--- config.mk ---
export PLATFORM = sky130hd
export DESIGN_NAME = timer_apb_regs_flat
export DESIGN_NICKNAME = d
export VERILOG_FILES = /design/src/rtl/timer_pkg.sv /design/src/rtl/timer_apb_regs_if.sv /design/src/rtl/timer_irq_capture.sv /design/src/rtl/timer_apb_regs.sv /design/src/flat_wrapper.sv
export SDC_FILE = /design/constraint.sdc
export NUM_CORES = 1
export LEC_CHECK = 0
export BUFFER_PORTS_ARGS = -buffer_cell sky130_fd_sc_hd__buf_2
export CORE_UTILIZATION = 25
export DETAILED_ROUTE_END_ITERATION = 10
export HOLD_SLACK_MARGIN = 0.15
export MAX_ROUTING_LAYER = met4
export PLACE_DENSITY = 0.4
export SKIP_LAST_GASP = 1
export SYNTH_ARGS = -nofsm -noshare
export SYNTH_HDL_FRONTEND = slang
export SYNTH_SLANG_ARGS = --single-unit
--- constraint.sdc ---
create_clock -name clk -period 1.28 [get_ports clk]
set_input_delay 0.128 -clock clk [delete_from_list [all_inputs] [get_ports clk]]
set_output_delay 0.128 -clock clk [all_outputs]
set_load 0.05 [all_outputs]
--- src/rtl/timer_pkg.sv ---
// Shared constants for the timer APB register bank:
// register offsets, mode encodings, STATUS bit indices and ID value.
package timer_pkg;

  localparam int CTRL_OFS   = 'h00;
  localparam int PRESC_OFS  = 'h04;
  localparam int MAXC_OFS   = 'h08;
  localparam int CMP_OFS    = 'h0C;
  localparam int STATUS_OFS = 'h10;
  localparam int ID_OFS     = 'h14;

  typedef enum logic [1:0] {
    MODE_IDLE  = 2'b00,
    MODE_TIMER = 2'b01,
    MODE_PWM   = 2'b10,
    MODE_RSVD  = 2'b11
  } mode_e;

  localparam int CTRL_IRQ_EN_BIT = 2;
  localparam int STAT_INT_BIT    = 0;
  localparam int STAT_UPD_BIT    = 1;

  localparam logic [31:0] ID_VALUE = 32'h544D_0001;

endpackage

--- src/rtl/timer_apb_regs_if.sv ---
// APB3 bus bundle between a master and the timer register bank.
// Ports: psel/penable/pwrite/paddr/pwdata in, prdata/pready/pslverr out.
interface timer_apb_regs_if #(
  parameter int ADDR_W = 5,
  parameter int DATA_W = 32
);
  logic              psel;
  logic              penable;
  logic              pwrite;
  logic [ADDR_W-1:0] paddr;
  logic [DATA_W-1:0] pwdata;
  logic [DATA_W-1:0] prdata;
  logic              pready;
  logic              pslverr;

  modport master (
    output psel, penable, pwrite, paddr, pwdata,
    input  prdata, pready, pslverr
  );

  modport slave (
    input  psel, penable, pwrite, paddr, pwdata,
    output prdata, pready, pslverr
  );
endinterface

--- src/rtl/timer_irq_capture.sv ---
// Rising-edge capture of timer_int into a sticky W1C pending bit.
// Ports: clk, reset (sync, low), timer_int, clr, irq_en -> int_pending, irq.
module timer_irq_capture (
  input  logic clk,
  input  logic reset,
  input  logic timer_int,
  input  logic clr,
  input  logic irq_en,
  output logic int_pending,
  output logic irq
);

  logic int_q;
  logic rise;

  assign rise = timer_int & ~int_q;

  always_ff @(posedge clk) begin
    if (!reset) begin
      int_q       <= 1'b0;
      int_pending <= 1'b0;
    end else begin
      int_q <= timer_int;
      // a fresh edge beats a simultaneous clear
      if (rise)
        int_pending <= 1'b1;
      else if (clr)
        int_pending <= 1'b0;
    end
  end

  assign irq = int_pending & irq_en;

endmodule

--- src/rtl/timer_apb_regs.sv ---
// APB3 register bank driving the PWM/timer counter with double-buffered
// period/compare/prescaler and a maskable sticky interrupt.
// Ports: clk, reset (sync, low), apb (slave), control, prescalor,
// max_count, compare, period_end, timer_int, irq.
module timer_apb_regs
  import timer_pkg::*;
#(
  parameter int          ADDR_W   = 5,
  parameter int          DATA_W   = 32,
  parameter logic [31:0] ID_VALUE = timer_pkg::ID_VALUE
) (
  input  logic              clk,
  input  logic              reset,
  timer_apb_regs_if.slave   apb,
  output logic [1:0]        control,
  output logic [DATA_W-1:0] prescalor,
  output logic [DATA_W-1:0] max_count,
  output logic [DATA_W-1:0] compare,
  input  logic              period_end,
  input  logic              timer_int,
  output logic              irq
);

  logic [1:0]        mode;
  logic              irq_en;
  logic [DATA_W-1:0] sh_presc;
  logic [DATA_W-1:0] sh_maxc;
  logic [DATA_W-1:0] sh_cmp;
  logic              upd_pend;
  logic              idle_load;
  logic              int_pending;

  logic setup;
  logic access;
  logic addr_err;
  logic wr;
  logic sel_ctrl, sel_presc, sel_maxc;
  logic sel_cmp, sel_stat, sel_id;
  logic wr_ctrl, wr_presc, wr_maxc;
  logic wr_cmp, wr_stat;
  logic shadow_wr;
  logic int_clr;
  logic is_idle;
  logic [DATA_W-1:0] rdata;

  assign setup  = apb.psel & ~apb.penable;
  assign access = apb.psel & apb.penable;

  assign sel_ctrl  = apb.paddr == ADDR_W'(CTRL_OFS);
  assign sel_presc = apb.paddr == ADDR_W'(PRESC_OFS);
  assign sel_maxc  = apb.paddr == ADDR_W'(MAXC_OFS);
  assign sel_cmp   = apb.paddr == ADDR_W'(CMP_OFS);
  assign sel_stat  = apb.paddr == ADDR_W'(STATUS_OFS);
  assign sel_id    = apb.paddr == ADDR_W'(ID_OFS);

  assign addr_err = (|apb.paddr[1:0])
                  | (apb.paddr > ADDR_W'(ID_OFS));

  assign wr       = access & apb.pwrite & ~addr_err;
  assign wr_ctrl  = wr & sel_ctrl;
  assign wr_presc = wr & sel_presc;
  assign wr_maxc  = wr & sel_maxc;
  assign wr_cmp   = wr & sel_cmp;
  assign wr_stat  = wr & sel_stat;

  assign shadow_wr = wr_presc | wr_maxc | wr_cmp;
  assign int_clr   = wr_stat & apb.pwdata[STAT_INT_BIT];
  assign is_idle   = mode == MODE_IDLE;

  always_comb begin
    rdata = '0;
    unique case (1'b1)
      sel_ctrl:  rdata = DATA_W'({irq_en, mode});
      sel_presc: rdata = sh_presc;
      sel_maxc:  rdata = sh_maxc;
      sel_cmp:   rdata = sh_cmp;
      sel_stat:  rdata = DATA_W'({upd_pend, int_pending});
      sel_id:    rdata = DATA_W'(ID_VALUE);
      default:   rdata = '0;
    endcase
  end

  always_ff @(posedge clk) begin
    if (!reset) begin
      mode        <= MODE_IDLE;
      irq_en      <= 1'b0;
      sh_presc    <= '0;
      sh_maxc     <= '0;
      sh_cmp      <= '0;
      prescalor   <= '0;
      max_count   <= '0;
      compare     <= '0;
      upd_pend    <= 1'b0;
      idle_load   <= 1'b0;
      apb.prdata  <= '0;
      apb.pslverr <= 1'b0;
    end else begin
      if (wr_ctrl) begin
        mode   <= apb.pwdata[1:0];
        irq_en <= apb.pwdata[CTRL_IRQ_EN_BIT];
      end
      if (wr_presc) sh_presc <= apb.pwdata;
      if (wr_maxc)  sh_maxc  <= apb.pwdata;
      if (wr_cmp)   sh_cmp   <= apb.pwdata;

      // idle: copy shadows one cycle after the write lands
      idle_load <= shadow_wr & is_idle;

      // shadows sampled before any same-cycle write
      if (idle_load | period_end) begin
        prescalor <= sh_presc;
        max_count <= sh_maxc;
        compare   <= sh_cmp;
      end

      if (shadow_wr & ~is_idle)
        upd_pend <= 1'b1;
      else if (period_end | idle_load)
        upd_pend <= 1'b0;

      if (setup) begin
        apb.prdata  <= (!apb.pwrite && !addr_err) ? rdata : '0;
        apb.pslverr <= addr_err;
      end
    end
  end

  assign apb.pready = 1'b1;
  assign control    = mode;

  timer_irq_capture u_irq (
    .clk         (clk),
    .reset       (reset),
    .timer_int   (timer_int),
    .clr         (int_clr),
    .irq_en      (irq_en),
    .int_pending (int_pending),
    .irq         (irq)
  );

endmodule

--- src/flat_wrapper.sv ---
// flat-port wrapper written by rule: the top's interface ports become plain ports
module timer_apb_regs_flat import timer_pkg::*;
#(
  parameter int          ADDR_W   = 5,
  parameter int          DATA_W   = 32,
  parameter logic [31:0] ID_VALUE = timer_pkg::ID_VALUE
)
  (clk, reset, control, prescalor, max_count, compare, period_end, timer_int, irq, apb_psel, apb_penable, apb_pwrite, apb_paddr, apb_pwdata, apb_prdata, apb_pready, apb_pslverr);
  timer_apb_regs_if #(.ADDR_W(ADDR_W), .DATA_W(DATA_W)) apb_i ();
  input  logic clk;
  input  logic reset;
  output logic [1:0] control;
  output logic [DATA_W-1:0] prescalor;
  output logic [DATA_W-1:0] max_count;
  output logic [DATA_W-1:0] compare;
  input  logic period_end;
  input  logic timer_int;
  output logic irq;
  input wire logic [$bits(apb_i.psel)-1:0] apb_psel;
  input wire logic [$bits(apb_i.penable)-1:0] apb_penable;
  input wire logic [$bits(apb_i.pwrite)-1:0] apb_pwrite;
  input wire logic [$bits(apb_i.paddr)-1:0] apb_paddr;
  input wire logic [$bits(apb_i.pwdata)-1:0] apb_pwdata;
  output wire logic [$bits(apb_i.prdata)-1:0] apb_prdata;
  output wire logic [$bits(apb_i.pready)-1:0] apb_pready;
  output wire logic [$bits(apb_i.pslverr)-1:0] apb_pslverr;
  assign apb_i.psel = apb_psel;
  assign apb_i.penable = apb_penable;
  assign apb_i.pwrite = apb_pwrite;
  assign apb_i.paddr = apb_paddr;
  assign apb_i.pwdata = apb_pwdata;
  assign apb_prdata = apb_i.prdata;
  assign apb_pready = apb_i.pready;
  assign apb_pslverr = apb_i.pslverr;
  timer_apb_regs #(.ADDR_W(ADDR_W), .DATA_W(DATA_W), .ID_VALUE(ID_VALUE)) u_core (.clk(clk), .reset(reset), .apb(apb_i), .control(control), .prescalor(prescalor), .max_count(max_count), .compare(compare), .period_end(period_end), .timer_int(timer_int), .irq(irq));
endmodule
==> run metrics <==
Synth Flop Type dfxtp_1; routability cong. 0.7820; dpl cells ~1700; GRT Total Usage 0.1853; VDD IR max approximately 940 µV; Initial Utilization 0.2534; hold path depth 6; crit-path max FO 3; Synth Area in Simple Gates 0.1621; Hold Fails Final Rpt 0; startpoint types flip-flop; worst reg2reg setup slack 120 ps; Core Area between 30000 and 40000 µm²; synth top area cells dfxtp_1 (50%), a21oi_1 (11%), nand2_1 (7.9%), nand3_1 (3.6%), o31ai_1 (2.8%); initial antenna violation count 1; Mapped Avg Cell Area between 8 and 9 µm²; hold path endpoint u_core.sh_maxc[3]; #FFs+latches synth between 200 and 250; Tmin final 1312 ps; Hold WC Path Type in2reg; Syn. warnings 0; Syn Nets 1128; GR Overflow Total 0; register area share after synthesis 0.5030; clock latency on the worst-skew pair 540 ps; total number of vias ~8900; TritonCTS buffer count 28; outcome complete, but fails checks; number of global-route vias before repair 8705; nets between 1000 and 1500; final setup violating endpoints 1; Net Sw Frac 0.2369; Mapped Cells roughly 1100; Reg2Reg Launch Point u_core.idle_load; commonest cells in the netlist dfxtp_1 (232), a21oi_1 (195), nand2_1 (194), nand3_1 (67), clkbuf_1 (56); sw power 3.987 mW; Final ANT Viol Nets 0; most common cell in the netlist dfxtp_1; mapped cell area 9233 µm²; leakage 4.768 nW; Ports about 180; Power, Total 16.83 mW; Post-Synth Adder-Cell Area 0; root buffer cell clkbuf_16; port bufs about 180; R2R depth 4; row count 70; initial DRC count just under 600; layout cells sized above 1 0.2776; clk sinks 232; fin crit share 1.025; Clk pwr share 0.496; DR DRC count 0; first-pass GRT wire length roughly 54000 µm; Worst Tran Pin Value 505.2 ps; combinational family with the most area after synthesis compound AO/OA/AOI/OAI gates; multiplexer share of the synthesized area 0.04147; largest net degree at the start of global routing 98; wire length per cell between 15 and 20 µm; max-cap violation count 0; htree depth 1; Reg power frac 0.431; Synth async-reset ratio 0; skew final 9.563 ps; die width 194.2 µm; Via density 4.968; CTS tree yes; failing checks setup timing; Final Util 0.3633; Power Density 1271 nW/µm²; clock tree buffer depth 3; Synth top area share 0.5030; Synth Area in Compound Gates 0.2339; Area Growth Syn to Fin 43.38%; Synth cell types 43; Non-Filler Instances 1791; Die ar. 37700 µm²; Worst Hold Launch apb_paddr[1]; Die Ht 194.2 µm; worst setup margin -32.22 ps; WS Path Type reg2out; Slew headroom 0.6632; Crit. End Element output port; reg2reg end u_core.compare[25]; critical path arrival around 1200 ps; Int Pwr ~13 mW; Detailed Route WL 35220 µm; Pre-Repair DR Iteration Count 5; CTS clock-pin slew for the worst setup and hold paths 60 ps; Worst EP required 1150 ps; Comb pwr share 0.073; Post-Synth XOR/XNOR Area 0; Fmax approximately 0.76 GHz; number of synthesized flops with an enable pin 0; Worst Hold Margin 220.5 ps; Synth area leader dfxtp_1; RSZ-0062 raised after global routing true; pins over their slew limit 0; post-DP HPWL 22790 µm
## logic make-up (layout without fill, tap and decap cells)
kind of cell,after synthesis,count (layout)
buffers and inverters,118,356
muxes,34,34
and+or+nand+nor,328,328
AOI/OAI and AO/OA,371,371
other,1,2
DFF,232,232
## how the worst max path moves through the flow
stage	from	endpoint
6_report	u_core.irq_en	irq
5_1_grt	u_core.irq_en	irq
4_1_cts	u_core.irq_en	irq
3_5_place_dp	apb_paddr[0]	u_core.sh_cmp[22]
3_3_place_gp	apb_psel	u_core.sh_maxc[18]
2_1_floorplan	u_core.control[0]	u_core.apb.prdata[0]
## per-layer routing
layer  GRT usage  vias up  routed length, µm
met3     0.03305       45               1708
met1      0.2393     4316              16130
met5           -        -                  0
li1            -     4311                  -
met2      0.3000      225              16730
met4     0.04262        0                663
## cell usage in the layout, fill, tap and decap left out, drive strengths merged, types with 2 or more instances in the layout
cell	instances
inv	3
mux2i	9
clkbuf	64
or2	2
nand2b	4
mux2	24
nand4bb	2
nand2	194
dlymetal6s4s	2
o2bb2ai	23
a21oi	195
o21ai	72
buf	238
nor3	2
nand4	36
a22o	7
dlygate4sd3	39
o31ai	35
nor2	8
a211oi	3
clkinv	6
dfxtp	232
nor2b	3
a22oi	25
nand3	67
bufinv	3
nand4b	2
o22ai	8
and2	2
## timing repair
action                     4_1_cts  5_1_grt
setup endpoints to repair      113      147
setup buffers                    0        7
gates cloned                     0        3
gates resized for setup        141       58
pin swaps                        0        4
hold endpoints to repair       106        0
hold buffers                    41        0
## final cells by class
type	instances	area, µm²
Antenna cell	1	2.502
Fill cell	3818	23200
Clock inverter	10	127.6
Timing Repair Buffer	301	2843
Tap cell	468	585.6
Clock buffer	42	844.6
Multi-Input combinational cell	734	4159
Sequential cell	232	4659
Inverter	3	16.27
## power by group through the flow
stage / clock (mW) / combinational, mW / sequential, mW
after floorplan: 0 / 0.484 / 7.43
after global placement: 0 / 1.09 / 7.41
after detailed placement: 0 / 1.09 / 7.41
after CTS: 8.57 / 1.19 / 7.25
after global routing: 8.83 / 1.31 / 7.25
final: 8.34 / 1.23 / 7.25
## per-stage QoR
| step | cell area [µm²] | setup TNS (ps) | setup WS (ps) |
|---|---|---|---|
| 2_1_floorplan | 9233 | 0 | 14.01 |
| 3_3_place_gp | 11170 | -3091 | -64.50 |
| 3_5_place_dp | 11170 | -3682 | -72.21 |
| 4_1_cts | 12910 | -1301 | -54.51 |
| 5_1_grt | 13240 | -135.1 | -69.39 |
| 6_report | 13240 | -32.22 | -32.22 |
## state kept, by name, indices dropped and copies added, names as in the netlist
signal / flops
u_core.apb.prdata: 32
u_core.apb.pslverr: 1
u_core.compare: 32
u_core.control: 2
u_core.idle_load: 1
u_core.irq_en: 1
u_core.max_count: 32
u_core.prescalor: 32
u_core.sh_cmp: 32
u_core.sh_maxc: 32
u_core.sh_presc: 32
u_core.u_irq.int_pending: 1
u_core.u_irq.int_q: 1
u_core.upd_pend: 1
## worst max-delay path, cell delays in order (launching register included)
cell,delay [ps]
dfxtp_2,350
and2_4,150
buf_8,140
Note: power is estimated with default switching activity, not from simulation.
